## src/rtl/nivel_comida_gen.sv

```systemverilog
// Food level generator: timed decay, gated feed-button refill with cooldown, and a
// manual test mode that steps the level by hand.
module nivel_comida_gen #(
    parameter int unsigned DECAY_TICKS    = 250_000_000,
    parameter int unsigned COOLDOWN_TICKS = 25_000_000,
    parameter int unsigned CNT_W          = 32
) (
    input  logic       clk,
    input  logic       reset,
    input  logic       Boton_Comida,
    input  logic       Activo_Comida,
    input  logic       Senal_Test,
    input  logic       Senal_MTest,
    output logic [1:0] Nivel_Comida,
    output logic       Comida_Aceptada,
    output logic       Pulso_Decaimiento,
    output logic       En_Espera
);

    typedef enum logic {
        LISTO  = 1'b0,
        ESPERA = 1'b1
    } estado_t;

    localparam logic [CNT_W-1:0] DECAY_LAST = CNT_W'(DECAY_TICKS - 1);
    localparam logic [CNT_W-1:0] COOL_LAST  = CNT_W'(COOLDOWN_TICKS - 1);
    localparam logic [CNT_W-1:0] CNT_ONE    = CNT_W'(1);

    function automatic logic [1:0] sat_inc(input logic [1:0] v);
        return (v == 2'd3) ? 2'd3 : v + 2'd1;
    endfunction

    function automatic logic [1:0] sat_dec(input logic [1:0] v);
        return (v == 2'd0) ? 2'd0 : v - 2'd1;
    endfunction

    function automatic logic [1:0] wrap_dec(input logic [1:0] v);
        return (v == 2'd0) ? 2'd3 : v - 2'd1;
    endfunction

    logic             boton_p0, boton_p1, boton_p2;
    logic             test_p0, test_p1, test_p2;
    logic [CNT_W-1:0] decay_cnt;
    logic [CNT_W-1:0] cool_cnt;
    estado_t          estado;

    logic       boton_rise, test_rise;
    logic       decay_hit, accept, test_step;
    logic [1:0] nivel_next;

    // ---- stage p2: edge detect, decay expiry, feed acceptance ----
    always_comb begin
        boton_rise = boton_p1 & ~boton_p2;
        test_rise  = test_p1 & ~test_p2;
        decay_hit  = ~Senal_MTest && (decay_cnt == DECAY_LAST);
        accept     = (estado == LISTO) && boton_rise && Activo_Comida && ~Senal_MTest;
        test_step  = Senal_MTest && test_rise;

        // Feed and decay landing together cancel; test mode never accepts a feed.
        nivel_next = Nivel_Comida;
        if (test_step)
            nivel_next = wrap_dec(Nivel_Comida);
        else if (accept && !decay_hit)
            nivel_next = sat_inc(Nivel_Comida);
        else if (decay_hit && !accept)
            nivel_next = sat_dec(Nivel_Comida);
    end

    // ---- stages p0/p1: input synchronizers; p2: history; level and decay timer ----
    always_ff @(posedge clk) begin
        if (!reset) begin
            boton_p0          <= 1'b0;
            boton_p1          <= 1'b0;
            boton_p2          <= 1'b0;
            test_p0           <= 1'b0;
            test_p1           <= 1'b0;
            test_p2           <= 1'b0;
            decay_cnt         <= '0;
            Nivel_Comida      <= 2'd3;
            Pulso_Decaimiento <= 1'b0;
        end else begin
            boton_p0          <= Boton_Comida;
            boton_p1          <= boton_p0;
            boton_p2          <= boton_p1;
            test_p0           <= Senal_Test;
            test_p1           <= test_p0;
            test_p2           <= test_p1;
            if (Senal_MTest || decay_hit)
                decay_cnt <= '0;
            else
                decay_cnt <= decay_cnt + CNT_ONE;
            Pulso_Decaimiento <= decay_hit;
            Nivel_Comida      <= nivel_next;
        end
    end

    // ---- feed FSM: cooldown keeps running regardless of test mode ----
    always_ff @(posedge clk) begin
        if (!reset) begin
            estado          <= LISTO;
            cool_cnt        <= '0;
            Comida_Aceptada <= 1'b0;
            En_Espera       <= 1'b0;
        end else begin
            Comida_Aceptada <= accept;
            case (estado)
                LISTO: begin
                    if (accept) begin
                        estado    <= ESPERA;
                        cool_cnt  <= '0;
                        En_Espera <= 1'b1;
                    end
                end
                ESPERA: begin
                    if (cool_cnt == COOL_LAST) begin
                        estado    <= LISTO;
                        cool_cnt  <= '0;
                        En_Espera <= 1'b0;
                    end else begin
                        cool_cnt <= cool_cnt + CNT_ONE;
                    end
                end
            endcase
        end
    end

endmodule

```

## config.mk

```make
export PLATFORM = sky130hd
export DESIGN_NAME = nivel_comida_gen
export DESIGN_NICKNAME = d
export VERILOG_FILES = /design/src/rtl/nivel_comida_gen.sv
export SDC_FILE = /design/constraint.sdc
export NUM_CORES = 1
export LEC_CHECK = 0
export CAP_MARGIN = 20
export CORE_AREA = 2 2 93 95
export CTS_BUF_LIST = sky130_fd_sc_hd__clkbuf_8
export CTS_CLUSTER_DIAMETER = 40
export CTS_CLUSTER_SIZE = 28
export DETAILED_ROUTE_END_ITERATION = 16
export DIE_AREA = 0 0 95 97
export PLACE_DENSITY = 0.65
export RECOVER_POWER = 25
export SLEW_MARGIN = 20
export SYNTH_ARGS = -nofsm -noshare
export SYNTH_HDL_FRONTEND = slang
export SYNTH_SLANG_ARGS = --single-unit
```

## constraint.sdc

```tcl
create_clock -name clk -period 3.75 [get_ports clk]
set_input_delay 0.5625 -clock clk [delete_from_list [all_inputs] [get_ports clk]]
set_output_delay 0.5625 -clock clk [all_outputs]
set_load 0.02 [all_outputs]
```

# --- Word-level counts from Yosys, hierarchy flattened ---
# Cells that the tools add are included.
# Widths: inputs -> output; s select.
word_totals:
  ff_bits: 76
  latch_bits: 0
  ramBits: 0
  rom_bits: 0
  inputBits: 6
  output_inout_bits: 5
  elab_cells: 58
  memories: 0
classes:
  add_sub_neg: 4
  mul: 0
  div: 0
  n_lt_le_gt_ge: 0
  n_eq_ne: 5
  n_shift: 0
  mux: 15
  n_bitwise: 7
  reduce_logical: 14
op_table:
  columns: ["cell", "count"]
  rows:
  - ["$add 32x1->32 const B", 2]
  - ["$mux 32", 2]
  - ["$pmux 32 s2", 1]
  - ["$eq 32x25->1 const B", 1]
  - ["$eq 32x28->1 const B", 1]
  - ["$mux 2", 6]
  - ["$logic_and 1x1->1", 7]
  - ["$not 1->1", 5]
  - ["$mux 1", 4]
  - ["$pmux 1 s2", 2]
  - ["$reduce_bool 3->1", 1]
  - ["$add 2x1->2 const B", 1]
  - ["$and 1x1->1", 2]
  - ["$eq 2x2->1 const B", 1]
  - ["$logic_not 1->1", 2]
  - ["$logic_not 2->1", 1]
  - ["$ne 2x1->1 const B", 1]
  - ["$ne 2x2->1 const B", 1]
  - ["$reduce_and 2->1", 1]
  - ["$reduce_or 2->1", 1]
  - ["$sub 2x1->2 const B", 1]
  - ["$logic_or 1x1->1", 1]

# --- Longest topological paths before layout ---
depth:
  ltp_word: 10
  mapped_depth: 8
  depth_no_buf: 7

# --- Worst setup path before layout ---
# OpenSTA, ideal clock, no wires.
synth_path:
  path_type: "register -> register"
  from: "register cool_cnt[9]"
  to: "register cool_cnt[21]"
  setup_time_ns: 0.117
  t_arrival_ns: 2.087
  required_time_ns: 3.633
  slack_ns: 1.547
  path_stages_with_launch: 8
  path_buffers: 1
  period_less_slack_ns: 2.203
  path_cell_list: "dfxtp_1 or4_1 or4_1 nor3_2 and3b_1 buf_6 a21o_1 a22o_1"
synth_between:
  elab_chain_len: 3
  elab_cells_between_ends: 4
  cone_classes: "add/sub: 1; eq/ne: 1; mux: 2"
synth_rtl:
  columns: ["item", "line", "text"]
  rows:
  - ["start: declaration", "44", "logic [CNT_W-1:0] cool_cnt;"]
  - ["start signal: assignment", "120", "cool_cnt <= cool_cnt + CNT_ONE;"]
  - ["$add 32x1->32 / $eq 32x25->1 (equally long branches)", "120, 115", null]
  - ["$mux 32 (*)", "115", "if (cool_cnt == COOL_LAST) begin"]
  - ["$pmux 32 s2 (*)", "106", "case (estado)"]
# Every way passes the cells marked *; elsewhere a longest branch is shown, timed or not.
# A chain may end at the register's enable or synchronous reset.

# --- Worst setup path in the final report ---
layout_path:
  from: "register cool_cnt[0]"
  to: "register cool_cnt[4]"
# Same word-level chain as after synthesis.

==> flow_metrics.py <==
metrics = {
    "grt": {
        "gr-total-overflow": 0,
        "grt_pass1_wl_mm": 12.91,
        "grt_max_degree": 33,
        "grt_pass1_vias": 2795,
        "antenna_found_initial": 0,
        "track_usage_pct": 17.17,
    },
    "clock_network": {
        "ctsHoldBuffers": 0,
        "cts_tree": "built",
        "insertion_delay_ns": 0.35,
        "cts_resized": 0,
        "cts_made_buffers": 9,
        "htreeDepth": 3,
        "clock_sinks": 76,
        "cts_buffer_depth": 2,
        "clkTransAtPathRegs_ns": 0.08,
        "post_cts_buffers": 0,
        "cts_root_buffer": "clkbuf_8",
    },
    "critical_path": {
        "critical_path_class": "flip-flop to flip-flop",
        "cp-end-kind": "flip-flop",
        "cp_max_fo": 20,
        "reg2regPathDepth": 7,
        "cp.required_ns": 3.98,
        "crit_path_start_kind": "flip-flop",
        "critPathArrivalTime_ns": 3.00,
    },
    "logic_synthesis": {
        "synth_edf_count": 0,
        "ys_types": 52,
        "ys.flop_type": "dfxtp_1",
        "synth_top_cells_by_count": "dfxtp_1 (76), nor2_1 (59), nand2_1 (38), nand3_1 (26), nand4_1 (23)",
        "synthCells": 429,
        "synth-async-reset-ratio_pct": 0,
        "syn_avg_cell_area_um2": 8.388,
        "yosys.area.top_type": "dfxtp_1",
        "synth_area_mm2": 0.003598,
        "synth_area_leaders": "dfxtp_1 (42%), nor2_1 (6.2%), xor2_1 (5.4%)",
        "synth.most_common_cell": "dfxtp_1",
        "yosysSeqAreaShare_pct": 42.28,
        "yosys.area.top_type_share_pct": 42.28,
        "synth_warnings": 0,
        "ys_ff_latch": 76,
        "syn-num-nets": 441,
    },
    "floorplan": {
        "die_h_um": 97,
        "dieArea_mm2": 0.009215,
        "ios": 11,
        "die_w_um": 95,
        "num_rows": 33,
        "core_mm2": 0.008134,
        "start_util_pct": 44.24,
    },
    "route": {
        "routed_via_density": 5.495,
        "dr.pass1.iters": 4,
        "wirelength_mm": 7.292,
        "drt_iter0_drc": 173,
        "ant_nets": 0,
        "post-route-drc-count": 0,
        "via_count": 3022,
        "post_drt_wl_per_cell_um": 13.26,
    },
    "min_path": {
        "min_path_type": "flip-flop to flip-flop",
        "holdPathStages": 1,
    },
    "placement": {
        "dp_hpwl_mm": 5.057,
        "port_buffers": 10,
        "place_inst": 534,
        "gp_congestion": 0.8132,
    },
    "pwr": {
        "power.total_uw": 1545,
        "peakVddDrop_mv": 0.2191,
        "power_density_mw_per_mm2": 385.1,
        "leakage_uw": 0.001332,
    },
    "finish": {
        "layout-drive-gt1-share_pct": 6.067,
        "num_antenna_cells": 0,
        "seqCellArea_mm2": 0.001521,
        "layout.nets": 452,
        "synthToLayoutAreaGrowth_pct": 11.51,
        "final.fill_count": 779,
        "fin_cells": 550,
        "multiInputGateArea_mm2": 0.001979,
    },
    "timing": {
        "fin_crit_ns": 2.771,
        "fin_tns_setup_ns": 0,
        "max_freq_ghz": 0.3609,
        "rsz0062_at_grt": "false",
        "relSlewSlack_pct": 37.50,
        "fin_skew_ns": 0.01329,
        "final.period_utilization_pct": 73.89,
        "tightest_slew_ns": 0.9298,
        "hold_viol": 0,
        "drv_slew": 0,
        "setup_violations": 0,
    },
    "run_status": {
        "status": "finished clean",
    },
    "run": {
        "cap_violations": 0,
    },
}
==> power breakdown <==
part	total, uW	internal, uW	switching, uW
registers	816	812	4.22
clock network	680	372	307
logic	49.8	18.9	30.9
total	1550	1200	343
==> critical path, cell delays in order, from the launching register on <==
cell and delay, ns:
dfxtp_1 0.39, ha_1 0.29, inv_1 0.11, or4_1 0.59, nor3_1 0.32, and3b_1 0.50, nor2_2 0.37, nor2_1 0.08
==> registers in the layout (all words and copies together), names as in the netlist <==
| signal | cells |
|---|---|
| decay_cnt | 32 |
| boton_p2 | 1 |
| test_p1 | 1 |
| test_p2 | 1 |
| Comida_Aceptada | 1 |
| En_Espera | 1 |
| Nivel_Comida | 2 |
| test_p0 | 1 |
| boton_p0 | 1 |
| cool_cnt | 32 |
| Pulso_Decaimiento | 1 |
| estado | 1 |
| boton_p1 | 1 |
==> cells in the final DEF, fill, tap and decap left out, types with 3 or more instances in the layout <==
cell / count
and2_1: 5
nor2b_1: 5
nand2b_1: 3
clkbuf_8: 9
xor2_1: 22
xnor2_1: 17
a21o_1: 3
dlygate4sd3_1: 7
a21oi_1: 11
nand4_1: 23
ha_1: 6
inv_1: 11
nor2_1: 59
o21ai_0: 19
and3_1: 7
or3_1: 5
clkdlybuf4s50_1: 3
buf_4: 3
nor4_1: 5
and4_1: 3
nor3_1: 12
nand3_1: 26
and2_0: 6
nand4b_1: 3
and3b_1: 3
or2_2: 3
a31oi_1: 11
dfxtp_1: 76
nand2_1: 38
==> through the flow <==
step	hold slack [ns]	utilization (%)	worst slack, ns	instance area (um^2)
after global routing	0.4995	49.33	0.7689	4013
after floorplan	0.4119	-	1.547	3598
final	0.4458	49.33	0.9793	4013
after CTS	0.4492	49.44	1.081	4021
after detailed placement	0.4297	46.78	0.9096	3805
after global placement	0.4151	46.78	1.060	3805
==> final timing paths <==
path	startpoint	endpoint	slack, ns
setup / recovery	cool_cnt[0]	cool_cnt[4]	0.98
hold / removal	boton_p0	boton_p1	0.45
setup reg to reg	cool_cnt[0]	cool_cnt[4]	0.98
hold reg to reg	boton_p0	boton_p1	0.45
==> metal layers <==
layer  wire length, um  vias to the layer above  GRT usage, %
li1                  -                     1543             -
met1              3521                     1427         22.96
met2              3437                       46         27.77
met3               260                        6         3.972
met4                72                        0         4.348
met5                 0                        -             0
==> cell type report <==
type | instances | area share (%)
multi-input cells | 329 | 49.33
flip-flops and latches | 76 | 37.92
well taps | 105 | 3.274
repair buffers | 14 | 3.149
clock buffers | 9 | 3.087
clock inverters | 7 | 2.307
inverters | 10 | 0.9355
==> cell families after synthesis <==
kind of cell             after synthesis  share of synthesized area [%]
XOR/XNOR                              39                          9.492
multiplexers                           3                         0.8693
buffers and inverters                 24                          2.782
flip-flops                            76                          42.28
AND/OR/NAND/NOR                      221                          32.23
adder cells (fa/ha/maj)                6                          2.086
AO/OA/AOI/OAI                         60                          10.26
(Power assumes the default switching activity.)
